### src/rtl/hilo_pkg.sv
// Shared types and constants for the HI/LO register unit.
// Holds the pending-tracker state encoding and default widths.
package hilo_pkg;

    localparam int DEFAULT_DATA_W = 32;
    localparam int PEND_W         = 3;

    typedef enum logic {
        IDLE = 1'b0,
        BUSY = 1'b1
    } state_t;

endpackage

### src/rtl/hilo_pend_ctr.sv
// Purpose: tracks in-flight mult/div operations and raises a sticky protocol error.
// Latency: count/state/err update on the edge after op_start/res_valid.
// Backpressure: none; an op_start at the limit or a result with nothing pending is dropped.
module hilo_pend_ctr
    import hilo_pkg::*;
#(
    parameter int MAX_PENDING = 2
) (
    input  logic              clk,
    input  logic              reset,
    input  logic              op_start,
    input  logic              res_valid,
    output logic [PEND_W-1:0] pend_cnt,
    output logic              resAccept,
    output logic              busy,
    output logic              err
);

    localparam logic [PEND_W-1:0] MAX_CNT = PEND_W'(MAX_PENDING);
    localparam logic [PEND_W-1:0] ONE     = PEND_W'(1);

    state_t            state;
    state_t            stateNext;
    logic [PEND_W-1:0] cntNext;
    logic              opAccept;
    logic              atMax;
    logic              errNext;

    always_ff @(posedge clk or posedge reset) begin
        if (reset) begin
            state    <= IDLE;
            pend_cnt <= '0;
            err      <= 1'b0;
        end else begin
            state    <= stateNext;
            pend_cnt <= cntNext;
            err      <= errNext;
        end
    end

    always_comb begin
        resAccept = 1'b0;
        opAccept  = 1'b0;
        atMax     = 1'b0;
        cntNext   = pend_cnt;
        errNext   = err;
        stateNext = state;

        atMax     = (pend_cnt == MAX_CNT);
        resAccept = res_valid && (pend_cnt != '0);
        // A full tracker still takes a new op when a result retires in the same cycle.
        opAccept  = op_start && (!atMax || resAccept);

        case ({opAccept, resAccept})
            2'b10:   cntNext = pend_cnt + ONE;
            2'b01:   cntNext = pend_cnt - ONE;
            default: cntNext = pend_cnt;
        endcase

        if ((op_start && atMax && !res_valid) || (res_valid && pend_cnt == '0))
            errNext = 1'b1;

        case (state)
            IDLE:    if (cntNext != '0) stateNext = BUSY;
            BUSY:    if (cntNext == '0) stateNext = IDLE;
            default: stateNext = IDLE;
        endcase
    end

    assign busy = (state == BUSY);

endmodule

### src/rtl/hilo_unit.sv
// Purpose: HI/LO register pair fed by mult/div results and move-to writes; optional
// multiply-accumulate on results when HILO_MACC_EN is defined.
// Latency: writes land 1 cycle after issue; reads are combinational with result forwarding.
// Backpressure: rd_stall holds a HI/LO read while a result it depends on is outstanding.
module hilo_unit
    import hilo_pkg::*;
#(
    parameter int DATA_W      = DEFAULT_DATA_W,
    parameter int MAX_PENDING = 2
) (
    input  logic                clk,
    input  logic                reset,
    input  logic                op_start,
    input  logic                res_valid,
    input  logic [2*DATA_W-1:0] res_data,
`ifdef HILO_MACC_EN
    input  logic                res_acc,
    input  logic                res_sub,
`endif
    input  logic                mthi,
    input  logic                mtlo,
    input  logic [DATA_W-1:0]   mt_data,
    input  logic                mfhi,
    input  logic                mflo,
    output logic [DATA_W-1:0]   rd_data,
    output logic                rd_stall,
    output logic                busy,
    output logic [PEND_W-1:0]   pend_cnt,
    output logic                err
);

    logic [DATA_W-1:0]   hiReg;
    logic [DATA_W-1:0]   loReg;
    logic [2*DATA_W-1:0] resVal;
    logic                resAccept;
    logic                fwd;

    hilo_pend_ctr #(
        .MAX_PENDING (MAX_PENDING)
    ) u_pend (
        .clk       (clk),
        .reset     (reset),
        .op_start  (op_start),
        .res_valid (res_valid),
        .pend_cnt  (pend_cnt),
        .resAccept (resAccept),
        .busy      (busy),
        .err       (err)
    );

    // Value a result will leave in {HI,LO}; also the forwarded read source.
`ifdef HILO_MACC_EN
    always_comb begin
        resVal = res_data;
        if (res_acc) begin
            if (res_sub)
                resVal = {hiReg, loReg} - res_data;
            else
                resVal = {hiReg, loReg} + res_data;
        end
    end
`else
    assign resVal = res_data;
`endif

    always_ff @(posedge clk or posedge reset) begin
        if (reset) begin
            hiReg <= '0;
            loReg <= '0;
        end else begin
            if (mthi)
                hiReg <= mt_data;
            else if (resAccept)
                hiReg <= resVal[2*DATA_W-1:DATA_W];

            if (mtlo)
                loReg <= mt_data;
            else if (resAccept)
                loReg <= resVal[DATA_W-1:0];
        end
    end

    // The last outstanding result arriving now can satisfy a read without stalling.
    assign fwd = (pend_cnt == PEND_W'(1)) && res_valid && !op_start;

    always_comb begin
        rd_data = '0;
        if (mfhi)
            rd_data = fwd ? resVal[2*DATA_W-1:DATA_W] : hiReg;
        else if (mflo)
            rd_data = fwd ? resVal[DATA_W-1:0] : loReg;
    end

    assign rd_stall = (mfhi || mflo) && (pend_cnt != '0) && !fwd;

endmodule

### config.mk
export PLATFORM = sky130hd
export DESIGN_NAME = hilo_unit
export DESIGN_NICKNAME = d
export VERILOG_FILES = /design/src/rtl/hilo_pkg.sv /design/src/rtl/hilo_pend_ctr.sv /design/src/rtl/hilo_unit.sv
export SDC_FILE = /design/constraint.sdc
export NUM_CORES = 1
export LEC_CHECK = 0
export CAP_MARGIN = 20
export CORE_MARGIN = 3
export CORE_UTILIZATION = 43
export CTS_CLUSTER_SIZE = 16
export DETAILED_ROUTE_END_ITERATION = 16
export PLACE_DENSITY = 0.8
export REMOVE_ABC_BUFFERS = 1
export SYNTH_ARGS = -nofsm -noshare
export SYNTH_HDL_FRONTEND = slang
export SYNTH_SLANG_ARGS = --single-unit
### constraint.sdc
create_clock -name clk -period 2.6 [get_ports clk]
set_clock_uncertainty 0.2 [all_clocks]
set_input_delay 0.65 -clock clk [delete_from_list [all_inputs] [get_ports clk]]
set_output_delay 0.65 -clock clk [all_outputs]
set_load 0.01 [all_outputs]
==> results.sh <==
export IMPL_synth_area_mux_share=0.146
export IMPL_whs_path_depth=2
export IMPL_fin_ws_ns=-0.161
export IMPL_p_leak_nw=2.82
export IMPL_p_int_mw=2.53
export IMPL_synth_enable_flop_cells=0
export IMPL_synth_seq_area_share=0.381
export IMPL_worstMarginPinSlew_ns=0.519
export IMPL_post_drt_wl_per_cell_um=16.0
export IMPL_place_gp_congestion=0.816
export IMPL_ant_nets=0
export IMPL_clkLatencyLatePin_ns=0.34
export IMPL_finalHoldViolCount=0
export IMPL_place_ws_ns=-0.808
export IMPL_core_area_um2=10000
export IMPL_crit_fanout=4
export IMPL_dp_hpwl_um=9310
export IMPL_fmax_ghz=0.362
export IMPL_rsz0062_at_grt="true"
export IMPL_ys_seq_elements=69
export IMPL_drt_pre_antenna_iters=5
export IMPL_cap_violations=0
export IMPL_via_per_inst=5.44
export IMPL_row_count=36
export IMPL_die_y_um=109
export IMPL_drt_total_wl_um=13500
export IMPL_vias=4593
export IMPL_initial_core_util=0.453
export IMPL_cts_clk_slew_worst_paths_ns=0.07
export IMPL_layout_common_cells="nand2_1, clkdlybuf4s50_1, o21ai_0, dfrtp_1, mux2i_1"
export IMPL_ff2ff_path_depth=8
export IMPL_final_common_cell="nand2_1"
export IMPL_worstPathArrival_ns=1.91
export IMPL_numPortBuffers=141
export IMPL_ir_drop_mv=0.281
export IMPL_grt_ovfl_total=0
export IMPL_avgSynthCellArea_um2=8.01
export IMPL_grt_max_degree=70
export IMPL_areaGrowthSynthToFinish_pct=39.8
export IMPL_synth_simple_gate_area_frac=0.168
export IMPL_final_cell_area_um2=6340
export IMPL_synth_top_family_by_area="compound AO/OA/AOI/OAI gates"
export IMPL_dieArea_um2=11800
export IMPL_pwr_share_clk=0.201
export IMPL_cellPowerDensity_nw_per_um2=628
export IMPL_synthAdderAreaFrac=0.0138
export IMPL_numCtsBuffers=9
export IMPL_cts_sinks=69
export IMPL_placed_area_um2=6200
export IMPL_drcViolationCount=0
export IMPL_grt_pass1_wl_um=22100
export IMPL_violations="negative setup slack"
export IMPL_synth_ff_type="dfrtp_1"
export IMPL_ys_warn_count=0
export IMPL_grt_usage=0.233
export IMPL_worstSetupEndpointType="primary output"
export IMPL_hp_start="loReg[13]"
export IMPL_synth_cells=566
export IMPL_combPwrFrac=0.434
export IMPL_outcome="finished, violations left"
export IMPL_diodes=0
export IMPL_synthesis_area_um2=4530
export IMPL_synth_compound_area_share=0.221
export IMPL_drtIter0Drc=290
export IMPL_slew_viol_final=0
export IMPL_synth_distinct_cells=38
export IMPL_h_tree_depth=3
export IMPL_cts_buffer_depth=2
export IMPL_setup_viol=30
export IMPL_r2r_start="u_pend.pend_cnt[0]"
export IMPL_async_reset_ff_frac=1.00
export IMPL_cts_hold_buffers=0
export IMPL_fin_tns_setup_ns=-1.68
export IMPL_switchingPower_mw=1.45
export IMPL_min_period_ns=2.76
export IMPL_switching_share=0.364
export IMPL_tritoncts="yes"
export IMPL_die_w_um=109
export IMPL_grt_pass1_vias=4554
export IMPL_synth_xor_xnor_area_share=0.00193
export IMPL_hold_end="loReg[13]"
export IMPL_timing_slew_headroom=0.654
export IMPL_r2r_end="loReg[26]"
export IMPL_fin_nets=815
export IMPL_antenna_found_initial=0
export IMPL_start_kind="input port"
export IMPL_cts_root_buf="clkbuf_8"
export IMPL_io_pins=142
export IMPL_seqPwrFrac=0.365
export IMPL_required_ns=1.75
export IMPL_fin_crit_sh=1.06
export IMPL_worstSetupPathType="in -> out"
export IMPL_min_path_type="reg -> reg"
export IMPL_drive_above_1_share=0.149
export IMPL_regToRegSetupSlack_ns=0.51
worst max-delay path, cell delays in order:
cell           delay, ns
dlygate4sd2_1       0.27
nand2_4             0.07
nor3_4              0.13
buf_6               0.15
mux2_4              0.29
a22o_1              0.20
buf_2               0.14
how the worst max path moves through the flow:
stage                             startpoint           to  cells past startpoint
after floorplan           u_pend.pend_cnt[1]  rd_data[31]                      6
after global placement             res_valid  rd_data[14]                      7
after detailed placement           res_valid  rd_data[20]                      7
after CTS                 u_pend.pend_cnt[1]  rd_data[31]                      8
after global routing      u_pend.pend_cnt[1]  rd_data[31]                      8
final                              res_valid  rd_data[31]                      7
power by group through the flow:
stage / Sequential (mW) / Combinational (mW) / Clock [mW]
final: 1.45 / 1.73 / 0.801
after global routing: 1.48 / 1.91 / 0.883
after CTS: 1.45 / 1.72 / 0.823
after detailed placement: 1.46 / 1.76 / 0
after global placement: 1.45 / 1.71 / 0
after floorplan: 1.46 / 0.794 / 0
metal layers:
| layer | track usage | wire (um) | part of all wire | vias up |
|---|---|---|---|---|
| met5 | 0 | 0 | 0 | - |
| met4 | 0.0586 | 195 | 0.014 | 0 |
| met3 | 0.0462 | 1110 | 0.082 | 16 |
| met2 | 0.383 | 6480 | 0.48 | 215 |
| met1 | 0.318 | 5760 | 0.43 | 2120 |
| li1 | - | - | - | 2242 |
cell families after synthesis:
logic type,after synthesis
simple gates,192
buf+inv,57
mux,66
xor+xnor,1
fa+ha+maj,5
flops,69
compound gates,176
flip-flops by register name, indices dropped and copies added (netlist names):
| signal | cells |
|---|---|
| loReg | 32 |
| hiReg | 32 |
| u_pend.pend_cnt | 3 |
| u_pend.busy | 1 |
| u_pend.err | 1 |
repair_timing:
action | 4_1_cts | 5_1_grt
cloned | 1 | 0
setup buffers | 4 | 0
gates resized for setup | 142 | 20
endpoints found under the setup margin | 33 | 33
pin swaps | 1 | 2
cells in the mapped netlist, types with 5 or more instances:
library cell,number,area share
nand2_1,143,0.12
o21ai_0,93,0.10
dfrtp_1,69,0.38
mux2i_1,64,0.14
a21oi_1,50,0.055
nor2_1,36,0.030
buf_2,23,0.025
a221oi_1,16,0.031
clkbuf_1,9,0.0075
buf_6,6,0.015
inv_1,6,0.0050
buf_1,5,0.0041
ha_1,5,0.014
o21ai_1,5,0.0055
stage by stage:
stage,power (mW),utilization,instances,hold WS [ns]
final,3.98,0.634,844,0.280
after CTS,3.99,0.632,844,0.287
after detailed placement,3.23,0.620,823,0.270
after global routing,4.27,0.634,844,0.300
after floorplan,2.25,-,515,0.243
after global placement,3.15,0.620,823,0.260
area by class of cell:
type | instances | area, um^2
Inverter | 6 | 22.5
Clock buffer | 12 | 155
Sequential cell | 69 | 1730
Tap cell | 133 | 166
Timing Repair Buffer | 180 | 1680
Clock inverter | 4 | 22.5
Fill cell | 860 | 3660
Multi-Input combinational cell | 440 | 2560
(Power assumes the default switching activity.)
